### config.mk
export PLATFORM = sky130hd
export DESIGN_NAME = step_pulse_decoder_flat
export DESIGN_NICKNAME = d
export VERILOG_FILES = /design/src/rtl/step_pulse_decoder_if.sv /design/src/rtl/step_pulse_decoder.sv /design/src/flat_wrapper.sv
export SDC_FILE = /design/constraint.sdc
export NUM_CORES = 1
export LEC_CHECK = 0
export CELL_PAD_IN_SITES_DETAIL_PLACEMENT = 0
export CELL_PAD_IN_SITES_GLOBAL_PLACEMENT = 1
export CORE_MARGIN = 5
export CORE_UTILIZATION = 39
export DETAILED_ROUTE_END_ITERATION = 10
export GPL_ROUTABILITY_DRIVEN = 0
export PLACE_DENSITY_LB_ADDON = 0.1
export SLEW_MARGIN = 10
export SYNTH_ARGS = -nofsm -noshare
export SYNTH_HDL_FRONTEND = slang
export SYNTH_SLANG_ARGS = --single-unit
### constraint.sdc
create_clock -name clock_in -period 3.3 [get_ports clock_in]
set_input_delay 0.495 -clock clock_in [delete_from_list [all_inputs] [get_ports clock_in]]
set_output_delay 0.495 -clock clock_in [all_outputs]
set_load 0.05 [all_outputs]
### src/rtl/step_pulse_decoder_if.sv
// Step/dir receive bus for step_pulse_decoder.
// master: the side driving step/dir and the control inputs (bench or host).
// slave:  the decoder itself.
interface step_pulse_decoder_if #(
   parameter int unsigned width       = 32,
   parameter int unsigned count_width = 32
);
   logic                   step_in;
   logic                   dir_in;
   logic                   write;
   logic [count_width-1:0] min_high_count;
   logic [count_width-1:0] min_low_count;
   logic                   clear_position;
   logic                   clear_errors;
   logic [width-1:0]       position;
   logic [count_width-1:0] pulse_width;
   logic                   step_strobe;
   logic                   width_error;
   logic                   dwell_error;
   logic                   busy;

   modport master (
      output step_in, dir_in, write, min_high_count, min_low_count,
             clear_position, clear_errors,
      input  position, pulse_width, step_strobe, width_error, dwell_error, busy
   );

   modport slave (
      input  step_in, dir_in, write, min_high_count, min_low_count,
             clear_position, clear_errors,
      output position, pulse_width, step_strobe, width_error, dwell_error, busy
   );
endinterface

### src/rtl/step_pulse_decoder.sv
// Step/dir receive decoder: synchronizes an external step/dir pair, tracks signed
// position, measures pulse high width and low dwell, and flags timing violations.
// Optional build macro STEP_PULSE_DECODER_FILTER_EN: pulses failing the width
// check are rejected (no position change, no strobe). Default: all pulses counted.
module step_pulse_decoder #(
   parameter int unsigned width       = 32,
   parameter int unsigned count_width = 32,
   parameter int unsigned SYNC_STAGES = 2
) (
   input logic                 clock_in,
   input logic                 reset_n,
   step_pulse_decoder_if.slave bus
);

   typedef enum logic [1:0] {StWaitLow, StLow, StHigh} state_e;

   localparam logic [count_width-1:0] CountMax = '1;
   localparam logic [count_width-1:0] CountOne = count_width'(1);

   logic [SYNC_STAGES-1:0] r_step_sync;
   logic [SYNC_STAGES-1:0] r_dir_sync;
   logic [SYNC_STAGES-1:0] r_prime;
   logic                   r_step_dly;

   state_e                 r_state, w_state_nxt;
   logic [count_width-1:0] r_low_count, w_low_count_nxt;
   logic [count_width-1:0] r_high_count, w_high_count_nxt;
   logic [count_width-1:0] r_pulse_width, w_pulse_width_nxt;
   logic [count_width-1:0] r_min_high, r_min_low;
   logic [width-1:0]       r_position, w_position_nxt;
   logic                   r_dir_latch, w_dir_latch_nxt;
   logic                   r_strobe, w_strobe_nxt;
   logic                   r_width_err, w_width_err_nxt;
   logic                   r_dwell_err, w_dwell_err_nxt;

   logic w_step, w_dir, w_primed, w_rise, w_fall;
   logic w_width_short, w_dwell_short, w_accept_ok;
   logic w_accept, w_new_width_err, w_new_dwell_err;

   assign w_step   = r_step_sync[SYNC_STAGES-1];
   assign w_dir    = r_dir_sync[SYNC_STAGES-1];
   // Synced step only reflects real input once every stage has been reloaded after
   // reset; without this a pulse already high at reset release would look like a
   // fresh rising edge.
   assign w_primed = r_prime[SYNC_STAGES-1];
   assign w_rise   = w_step & ~r_step_dly;
   assign w_fall   = ~w_step & r_step_dly;

   assign w_width_short = (r_min_high != '0) && (r_high_count < r_min_high);
   assign w_dwell_short = (r_min_low != '0) && (r_low_count < r_min_low);

`ifdef STEP_PULSE_DECODER_FILTER_EN
   assign w_accept_ok = ~w_width_short;
`else
   assign w_accept_ok = 1'b1;
`endif

   // Input synchronizers, edge-detect delay and synchronizer-primed tracking.
   always_ff @(posedge clock_in or negedge reset_n) begin
      if (!reset_n) begin
         r_step_sync <= '0;
         r_dir_sync  <= '0;
         r_prime     <= '0;
         r_step_dly  <= 1'b0;
      end else begin
         r_step_sync <= {r_step_sync[SYNC_STAGES-2:0], bus.step_in};
         r_dir_sync  <= {r_dir_sync[SYNC_STAGES-2:0], bus.dir_in};
         r_prime     <= {r_prime[SYNC_STAGES-2:0], 1'b1};
         r_step_dly  <= w_step;
      end
   end

   // Programmable minimum limits.
   always_ff @(posedge clock_in or negedge reset_n) begin
      if (!reset_n) begin
         r_min_high <= '0;
         r_min_low  <= '0;
      end else if (bus.write) begin
         r_min_high <= bus.min_high_count;
         r_min_low  <= bus.min_low_count;
      end
   end

   // Next-state logic: pulse FSM, width/dwell counters and step acceptance.
   always_comb begin
      w_state_nxt       = r_state;
      w_low_count_nxt   = r_low_count;
      w_high_count_nxt  = r_high_count;
      w_pulse_width_nxt = r_pulse_width;
      w_dir_latch_nxt   = r_dir_latch;
      w_accept          = 1'b0;
      w_new_width_err   = 1'b0;
      w_new_dwell_err   = 1'b0;
      unique case (r_state)
         StWaitLow: begin
            if (w_primed && !w_step) begin
               w_state_nxt     = StLow;
               // Saturated dwell so the first pulse never flags a dwell error.
               w_low_count_nxt = CountMax;
            end
         end
         StLow: begin
            if (w_rise) begin
               w_new_dwell_err  = w_dwell_short;
               w_dir_latch_nxt  = w_dir;
               w_high_count_nxt = CountOne;
               w_state_nxt      = StHigh;
            end else if (r_low_count != CountMax) begin
               w_low_count_nxt = r_low_count + CountOne;
            end
         end
         StHigh: begin
            if (w_fall) begin
               w_pulse_width_nxt = r_high_count;
               w_new_width_err   = w_width_short;
               w_accept          = w_accept_ok;
               w_low_count_nxt   = CountOne;
               w_state_nxt       = StLow;
            end else if (r_high_count != CountMax) begin
               w_high_count_nxt = r_high_count + CountOne;
            end
         end
         default: w_state_nxt = StWaitLow;
      endcase

      // Clear wins over an accepted step; the strobe still reports the step.
      w_position_nxt = r_position;
      if (bus.clear_position) begin
         w_position_nxt = '0;
      end else if (w_accept) begin
         w_position_nxt = r_dir_latch ? (r_position + width'(1)) : (r_position - width'(1));
      end
      w_strobe_nxt = w_accept;

      // A new error in the clearing cycle keeps the flag set.
      w_width_err_nxt = (r_width_err & ~bus.clear_errors) | w_new_width_err;
      w_dwell_err_nxt = (r_dwell_err & ~bus.clear_errors) | w_new_dwell_err;
   end

   // State, counter and output registers.
   always_ff @(posedge clock_in or negedge reset_n) begin
      if (!reset_n) begin
         r_state       <= StWaitLow;
         r_low_count   <= '0;
         r_high_count  <= '0;
         r_pulse_width <= '0;
         r_dir_latch   <= 1'b0;
         r_position    <= '0;
         r_strobe      <= 1'b0;
         r_width_err   <= 1'b0;
         r_dwell_err   <= 1'b0;
      end else begin
         r_state       <= w_state_nxt;
         r_low_count   <= w_low_count_nxt;
         r_high_count  <= w_high_count_nxt;
         r_pulse_width <= w_pulse_width_nxt;
         r_dir_latch   <= w_dir_latch_nxt;
         r_position    <= w_position_nxt;
         r_strobe      <= w_strobe_nxt;
         r_width_err   <= w_width_err_nxt;
         r_dwell_err   <= w_dwell_err_nxt;
      end
   end

   assign bus.position    = r_position;
   assign bus.pulse_width = r_pulse_width;
   assign bus.step_strobe = r_strobe;
   assign bus.width_error = r_width_err;
   assign bus.dwell_error = r_dwell_err;
   assign bus.busy        = (r_state == StHigh);

endmodule

### src/flat_wrapper.sv
// flat-port wrapper written by rule: the top's interface ports become plain ports
module step_pulse_decoder_flat 
#(
   parameter int unsigned width       = 32,
   parameter int unsigned count_width = 32,
   parameter int unsigned SYNC_STAGES = 2
)
  (clock_in, reset_n, bus_step_in, bus_dir_in, bus_write, bus_min_high_count, bus_min_low_count, bus_clear_position, bus_clear_errors, bus_position, bus_pulse_width, bus_step_strobe, bus_width_error, bus_dwell_error, bus_busy);
  step_pulse_decoder_if #(.width(width), .count_width(count_width)) bus_i ();
  input logic clock_in;
  input logic reset_n;
  input wire logic [$bits(bus_i.step_in)-1:0] bus_step_in;
  input wire logic [$bits(bus_i.dir_in)-1:0] bus_dir_in;
  input wire logic [$bits(bus_i.write)-1:0] bus_write;
  input wire logic [$bits(bus_i.min_high_count)-1:0] bus_min_high_count;
  input wire logic [$bits(bus_i.min_low_count)-1:0] bus_min_low_count;
  input wire logic [$bits(bus_i.clear_position)-1:0] bus_clear_position;
  input wire logic [$bits(bus_i.clear_errors)-1:0] bus_clear_errors;
  output wire logic [$bits(bus_i.position)-1:0] bus_position;
  output wire logic [$bits(bus_i.pulse_width)-1:0] bus_pulse_width;
  output wire logic [$bits(bus_i.step_strobe)-1:0] bus_step_strobe;
  output wire logic [$bits(bus_i.width_error)-1:0] bus_width_error;
  output wire logic [$bits(bus_i.dwell_error)-1:0] bus_dwell_error;
  output wire logic [$bits(bus_i.busy)-1:0] bus_busy;
  assign bus_i.step_in = bus_step_in;
  assign bus_i.dir_in = bus_dir_in;
  assign bus_i.write = bus_write;
  assign bus_i.min_high_count = bus_min_high_count;
  assign bus_i.min_low_count = bus_min_low_count;
  assign bus_i.clear_position = bus_clear_position;
  assign bus_i.clear_errors = bus_clear_errors;
  assign bus_position = bus_i.position;
  assign bus_pulse_width = bus_i.pulse_width;
  assign bus_step_strobe = bus_i.step_strobe;
  assign bus_width_error = bus_i.width_error;
  assign bus_dwell_error = bus_i.dwell_error;
  assign bus_busy = bus_i.busy;
  step_pulse_decoder #(.width(width), .count_width(count_width), .SYNC_STAGES(SYNC_STAGES)) u_core (.clock_in(clock_in), .reset_n(reset_n), .bus(bus_i));
endmodule
==> metrics.md, run 1 <==
| Metric | Value |
|---|---|
| Sw Share | `between 40 and 50%` |
| Worst Path Arrival | `3510 ps` |
| Flop pwr share | `32.9%` |
| Routed Antenna Nets | `0` |
| Detailed-route vias per instance | `around 5.3` |
| Syn Nets | `around 1500` |
| Top post-synthesis cells by area | `dfrtp_1, ha_1, nand2_1, o21ai_0, a21oi_1` |
| Largest family of logic cells by synthesized area | `simple AND/OR/NAND/NOR gates` |
| CP max stage cell | `a311o_1` |
| Synth cell count leaders | `nand2_1, dfrtp_1, o21ai_0, ha_1, a21oi_1` |
| Wirelength per Cell | `between 15 and 20 µm` |
| H-tree depth | `1` |
| Syn_area_per_cell | `8.812 µm²` |
| RSZ-0062 raised after global routing | `no` |
| Worst EP required | `3730 ps` |
| Clock Skews | `about 8.6 ps` |
| Layout cells sized above 1 | `6.539%` |
| Initial Util | `between 30 and 40%` |
| Top-level I/O count | `about 140` |
| Crit path kind | `register to register` |
| CTS tree | `built` |
| Final Non-Filler Cells | `roughly 1900` |
| Core ar. | `30430 µm²` |
| GRT Util Overall | `a little under a fifth` |
| Root Driver | `clkbuf_16` |
| Max IR drop VDD | `around 0.37 mV` |
| Placed insts | `around 1900` |
| Total CTS buffers | `25` |
| CP max stage delay | `around 430 ps` |
| Top FF cell, synth | `dfrtp_1` |
| Internal Power | `between 6 and 7 mW` |
| TNS Setup | `0 ps` |
| Synth Area in Compound Gates | `17.94%` |
| Tcrit/Tclk final | `roughly 94%` |
| Critical Path Source | `u_core.r_dir_latch$_DFFE_PN0P_` |
| Ys Warns | `0` |
| #FFs+latches synth | `roughly 200` |
| Worst Tran Pin Value | `734.0 ps` |
| Post-Synthesis Cell Area | `11970 µm²` |
| Seq/Total Area, Yosys | `a little over two fifths` |
| Post-synthesis mux area share | `less than 1%` |
| CP bufs+invs | `2` |
| EDFF count, synth | `0` |
| Largest net degree at the start of global routing | `just over 80` |
| Chip height | `185.2 µm` |
| Yosys top cell area share | `between 40% and 50%` |
| TritonRoute pass-1 iters | `5` |
| PD cells | `approximately 690 nW/µm²` |
| Fillers | `roughly 3000` |
| DPL Wire Length | `between 20000 and 25000 µm` |
| Clk sinks | `~210` |
| Clock transition at path regs | `60 ps` |
| CP startpoint kind | `register` |
| Die Width | `between 150 and 200 µm` |
| Initial antenna violation count | `2` |
| Critical path cell sequence | `clkinvlp_4, buf_4, ha_1, a211oi_2, o221ai_1, a311o_1, a31oi_4, nand2b_1, a21o_1, a31oi_1, nor2b_1, o41ai_2` |
| Synth area leader | `dfrtp_1` |
| Final hold vios | `0` |
| Gr ovfl total | `0` |
| Slew headroom | `between 40% and 50%` |
| Post-DP Area | `~14000 µm²` |
| Post-synthesis cell type count | `69` |
| Die footprint | `between 30000 and 40000 µm²` |
| Switching pwr | `4.121 mW` |
| Routed via count | `10176` |
| Routed wire length | `around 32000 µm` |
| Max Cap Violations | `0` |
| Crit Path Max Fanout | `13` |
| Mapped Cells | `1358` |
| LEAKAGE | `just under 7 nW` |
| Gate power share | `around two fifths` |
| Crit end category | `register` |
| DRT iter0 DRCs | `roughly 630` |
| Number of global-route vias before repair | `10383` |
| Final Instance Area | `approximately 15000 µm²` |
| Fin crit period | `roughly 3100 ps` |
| Reg-to-Reg Start | `u_core.r_dir_latch$_DFFE_PN0P_` |
| Area Overhead vs Synth | `22.86%` |
| PortBufs | `approximately 140` |
| Min-delay worst type | `input pin to asynchronous set/reset pin` |
| Max Clk Rate | `about 320 MHz` |
| ANT cells | `0` |
| Post-synthesis xor/xnor area fraction | `2.854%` |
| Post-synthesis adder-cell area fraction | `10.31%` |
| Fin. max-slew vios | `0` |
| CTS Hold Buffers Added | `0` |
| First-pass GRT wire length | `53940 µm` |
| Cell Rows | `64` |
| Clock Power Share | `about a quarter` |
| Asr flop ratio synth | `100.0%` |
| Worst skew pair latency | `~530 ps` |
| Count leader, synth | `nand2_1` |
| Drc violations | `0` |
| Run status | `completed` |
| Crit-path leading delay family | `compound AO/OA/AOI/OAI gates` |
| Simple-gate share of the synthesized area | `a little over 20%` |
| Clk buf depth | `3` |
| Layout Nets | `1664` |
| Final setup violation count | `0` |
-- per-layer routing --
metal	wire, µm	vias to the layer above	track usage, %
met5	20	-	0
met2	14560	175	30.91
met4	750	4	4.786
li1	-	5098	-
met1	15780	4848	26.95
met3	1343	51	2.926
-- power by group through the flow --
stage / clock (mW) / sequential [mW] / combinational (mW)
6_report: 2.66 / 3.34 / 4.14
5_1_grt: 2.84 / 3.41 / 4.68
4_1_cts: 2.74 / 3.34 / 4.12
3_5_place_dp: 0 / 3.38 / 4.10
3_3_place_gp: 0 / 3.37 / 4.06
2_1_floorplan: 0 / 3.42 / 2.82
-- path summary, 6_finish.rpt --
| check | endpoint | slack, ps | cells after the start |
|---|---|---|---|
| setup / recovery | u_core.bus.position[29]$_DFFE_PN0P_ | 210 | 12 |
| hold / removal | u_core.bus.pulse_width[27]$_DFFE_PN0P_ | 10 | 1 |
| setup reg to reg | u_core.bus.position[29]$_DFFE_PN0P_ | 210 | 12 |
| hold reg to reg | u_core.r_step_sync[1]$_DFF_PN0_ | 350 | 0 |
| max in group asynchronous | u_core.bus.position[17]$_DFFE_PN0P_ | 2460 | 2 |
| min in group clock_in | u_core.r_step_sync[1]$_DFF_PN0_ | 350 | 0 |
-- kinds of logic (layout without fill, tap and decap cells) --
group	count (synthesis)	in the layout
other cells	1	1
flops	205	205
buf+inv	142	298
fa+ha+maj	98	98
mux	11	11
simple gates	512	512
compound gates	350	350
xor+xnor	39	39
-- timing repair --
| item | in CTS | in global routing |
|---|---|---|
| gates resized for setup | 0 | 7 |
| setup buffers | 0 | 3 |
| endpoints found under the setup margin | 0 | 11 |
-- placed cells by master, fill, tap and decap left out, types with 5 or more instances in the layout --
cell type and n:
a21oi_1 91, o21ai_0 127, a221o_1 12, clkbuf_8 6
clkbuf_16 25, or3_1 12, xnor2_1 15, nor2b_1 10
a31oi_1 15, nand2_1 255, clkdlybuf4s50_1 136, and4_1 5
dfrtp_1 204, inv_1 83, a21o_1 40, clkinv_2 6
buf_4 27, mux2i_1 7, a22o_1 9, nor3_1 29
a211oi_1 8, nand2b_1 9, xor2_1 24, and3_1 17
nand4_1 27, nor4_1 17, nand3_1 54, o21ai_1 5
clkbuf_1 7, and2_1 7, ha_1 97, o31ai_1 7
nor2_1 46
-- flip-flops by register name, summed over array words and instances (netlist names) --
register and flops:
u_core.bus.dwell_error 1, u_core.bus.step_strobe 1, u_core.bus.width_error 1, u_core.bus.pulse_width 32, u_core.r_min_low 32, u_core.r_high_count 32, u_core.r_dir_sync 2, u_core.r_dir_latch 1
u_core.r_step_dly 1, u_core.r_low_count 32, u_core.r_prime 2, u_core.bus.position 32, u_core.r_min_high 32, u_core.r_state 2, u_core.r_step_sync 2
-- metrics by stage --
step / utilization [%] / total power [mW] / hold WS (ps) / setup WS [ps]
floorplan: - / 6.233 / 199.4 / 62.84
global placement: 45.51 / 7.435 / 337.0 / 115.0
detailed placement: 45.51 / 7.478 / 336.3 / 30.12
CTS: 48.11 / 10.20 / 28.21 / 10.83
global route: 48.31 / 10.93 / 51.71 / 4.464
finish: 48.31 / 10.14 / 13.61 / 213.3
-- cell type report --
| class | count | area (µm²) | share of cell area [%] |
|---|---|---|---|
| Timing Repair Buffer | 167 | 1638 | 11.14 |
| Inverter | 85 | 322.8 | 2.196 |
| Sequential cell | 205 | 5131 | 34.90 |
| Clock buffer | 37 | 720.7 | 4.902 |
| Clock inverter | 9 | 70.07 | 0.4766 |
| Tap cell | 396 | 495.5 | 3.370 |
| Multi-Input combinational cell | 1011 | 6324 | 43.01 |
Power figures use the tool's default switching activity.
==> run 2: changes to the inputs <==
--- a/config.mk
+++ b/config.mk
@@ -5,10 +5,11 @@
 export SDC_FILE = /design/constraint.sdc
 export NUM_CORES = 1
 export LEC_CHECK = 0
+export ABC_CLOCK_PERIOD_IN_PS = 3550
 export CELL_PAD_IN_SITES_DETAIL_PLACEMENT = 0
 export CELL_PAD_IN_SITES_GLOBAL_PLACEMENT = 1
 export CORE_MARGIN = 5
-export CORE_UTILIZATION = 39
+export CORE_UTILIZATION = 40
 export DETAILED_ROUTE_END_ITERATION = 10
 export GPL_ROUTABILITY_DRIVEN = 0
 export PLACE_DENSITY_LB_ADDON = 0.1
==> constraint.sdc (replaced) <==
create_clock -name clock_in -period 3.55 [get_ports clock_in]
set_input_delay 0.5325 -clock clock_in [delete_from_list [all_inputs] [get_ports clock_in]]
set_output_delay 0.5325 -clock clock_in [all_outputs]
set_load 0.05 [all_outputs]
==> metrics.md, run 2 (synthesized netlist as in run 1, its figures left out) <==
| Metric | Value |
|---|---|
| Final Non-Filler Cells | `roughly 1900` |
| Gate power share | `about two fifths` |
| PD cells | `between 600 and 700 nW/µm²` |
| Min-delay worst type | `input pin to asynchronous set/reset pin` |
| Top-level I/O count | `139` |
| Max Clk Rate | `around 310 MHz` |
| Commonest non-fill, non-tap cell in the layout | `nand2_1` |
| Critical path cell sequence | `inv_1, buf_4, ha_1, and3_1, and3_1, and3_1, a211o_1, a31oi_1, o21ai_1, a41oi_1, or3_1, nand3_1` |
| Slew headroom | `37.75%` |
| Most Frequent Cell on Critical Path | `and3_1` |
| Fin crit period | `around 3300 ps` |
| Critical Path End | `u_core.bus.position[28]$_DFFE_PN0P_` |
| Clock transition at path regs | `about 60 ps` |
| CP max stage delay | `approximately 480 ps` |
| Layout cells sized above 1 | `around 5.7%` |
| Number of global-route vias before repair | `10092` |
| RSZ-0062 raised after global routing | `no` |
| Crit Path Max Fanout | `14` |
| Clock Skews | `about 12 ps` |
| Area Overhead vs Synth | `22.09%` |
| Max IR drop VDD | `about 0.4 mV` |
| Cell Rows | `63` |
| GRT Util Overall | `approximately a fifth` |
| Switching pwr | `3.705 mW` |
| Run status | `completed` |
| Clk buf depth | `3` |
| Die Width | `around 180 µm` |
| Commonest non-fill, non-tap cells in the layout | `nand2_1, dfrtp_1, clkdlybuf4s50_1, o21ai_0, ha_1` |
| Clock Power Share | `26.6%` |
| Flop pwr share | `33.1%` |
| Critical Path Source | `u_core.r_dir_latch$_DFFE_PN0P_` |
| Final setup violation count | `0` |
| Root Driver | `clkbuf_16` |
| Internal Power | `about 5.7 mW` |
| Detailed-route vias per instance | `~5.3` |
| Total CTS buffers | `25` |
| Layout Nets | `between 1500 and 2000` |
| Routed Antenna Nets | `0` |
| Post-CTS setup buffers | `0` |
| Routed wire length | `between 30000 and 40000 µm` |
| Largest net degree at the start of global routing | `110` |
| R2R Setup Slk | `290 ps` |
| Crit path kind | `register to register` |
| Routed via count | `10054` |
| Reg2Reg Capture Point | `u_core.bus.position[28]$_DFFE_PN0P_` |
| Final hold vios | `0` |
| DRT iter0 DRCs | `between 400 and 500` |
| PortBufs | `roughly 140` |
| DPL Wire Length | `23150 µm` |
| Worst Tran Pin Value | `~930 ps` |
| Initial Util | `roughly two fifths` |
| Gr ovfl total | `0` |
| Crit end category | `register` |
| H-tree depth | `1` |
| TritonRoute pass-1 iters | `4` |
| Core ar. | `approximately 30000 µm²` |
| Initial antenna violation count | `1` |
| Drc violations | `0` |
| PnR worst setup slack | `288.9 ps` |
| Pre-CTS setup slack | `236.3 ps` |
| TNS Setup | `0 ps` |
| Count of cells along the worst register-to-register path | `12` |
| LEAKAGE | `6.809 nW` |
| Worst EP required | `roughly 4000 ps` |
| CP max stage cell | `dfrtp_1` |
| Reg-to-Reg Start | `u_core.r_dir_latch$_DFFE_PN0P_` |
| Wirelength per Cell | `approximately 17 µm` |
| CP startpoint kind | `register` |
| Max Cap Violations | `0` |
| Fin. max-slew vios | `0` |
| First-pass GRT wire length | `around 53000 µm` |
| Worst Path Arrival | `3650 ps` |
| Chip height | `183.0 µm` |
| Die footprint | `33470 µm²` |
| Tcrit/Tclk final | `approximately 92%` |
| Clk sinks | `around 200` |
| Placed insts | `around 1800` |
| Sw Share | `about 40%` |
| CTS Hold Buffers Added | `0` |
| Worst skew pair latency | `530 ps` |
| CTS tree | `built` |
[run 2: cell type report]
type | instances | area [µm²]
antenna | 1 | 2.502
tap | 390 | 488.0
sequential | 205 | 5130
fill | 2895 | 14950
multi-input combinational | 1011 | 6300
inverter | 85 | 319.1
clock inverter | 7 | 63.81
clock buffer | 36 | 737.0
timing repair buffer | 158 | 1570
[run 2: worst min path at each step]
stage / depth (start not counted) / slack (ps) / from / to
after floorplan: 0 / 240 / reset_n / u_core.bus.dwell_error$_DFF_PN0_
after global placement: 0 / 340 / u_core.r_prime[0]$_DFF_PN0_ / u_core.r_prime[1]$_DFF_PN0_
after detailed placement: 0 / 340 / u_core.r_prime[0]$_DFF_PN0_ / u_core.r_prime[1]$_DFF_PN0_
after CTS: 1 / 40 / reset_n / u_core.bus.pulse_width[23]$_DFFE_PN0P_
after global routing: 1 / 70 / reset_n / u_core.bus.pulse_width[23]$_DFFE_PN0P_
final: 1 / 9 / reset_n / u_core.bus.pulse_width[23]$_DFFE_PN0P_
[run 2: power by group through the flow]
stage	sequential [mW]	combinational (mW)	clock, mW
2_1_floorplan	3.18	2.62	0
3_3_place_gp	3.14	3.77	0
3_5_place_dp	3.14	3.80	0
4_1_cts	3.11	3.81	2.57
5_1_grt	3.17	4.27	2.66
6_report	3.10	3.78	2.49
[run 2: layer usage]
layer	part of all wire (%)	track usage [%]	vias up
met4	1.9	3.456	0
met1	49	27.20	4759
li1	-	-	5071
met3	4.1	2.816	42
met5	0	0	-
met2	45	30.88	182
[run 2: metrics by stage]
step | power [mW] | hold WS [ps] | cell area [µm²] | utilization (%)
2_1_floorplan | 5.794 | 236.9 | 11970 | -
3_3_place_gp | 6.904 | 335.2 | 13800 | 46.68
3_5_place_dp | 6.944 | 335.5 | 13800 | 46.68
4_1_cts | 9.487 | 42.31 | 14600 | 49.38
5_1_grt | 10.09 | 66.23 | 14610 | 49.43
6_report | 9.375 | 8.781 | 14610 | 49.43
[run 2: repair_timing]
item,CTS,global route
hold endpoints to repair,0,0
resized for setup,0,2
setup endpoints to repair,0,1
[run 2: critical path: cells and delay by family (launching register included)]
family	cells	cell delay, ps
AOI/OAI and AO/OA	4	1000
adders and majority gates	1	380
buffers and inverters	2	440
DFF	1	480
and+or+nand+nor	5	840
==> run 3: changes to the inputs <==
--- a/config.mk
+++ b/config.mk
@@ -13,6 +13,7 @@
 export DETAILED_ROUTE_END_ITERATION = 10
 export GPL_ROUTABILITY_DRIVEN = 0
 export PLACE_DENSITY_LB_ADDON = 0.1
+export SKIP_LAST_GASP = 1
 export SLEW_MARGIN = 10
 export SYNTH_ARGS = -nofsm -noshare
 export SYNTH_HDL_FRONTEND = slang
==> results of run 3 <==
The final DEF is identical to that of run 2; final timing and power are the same.
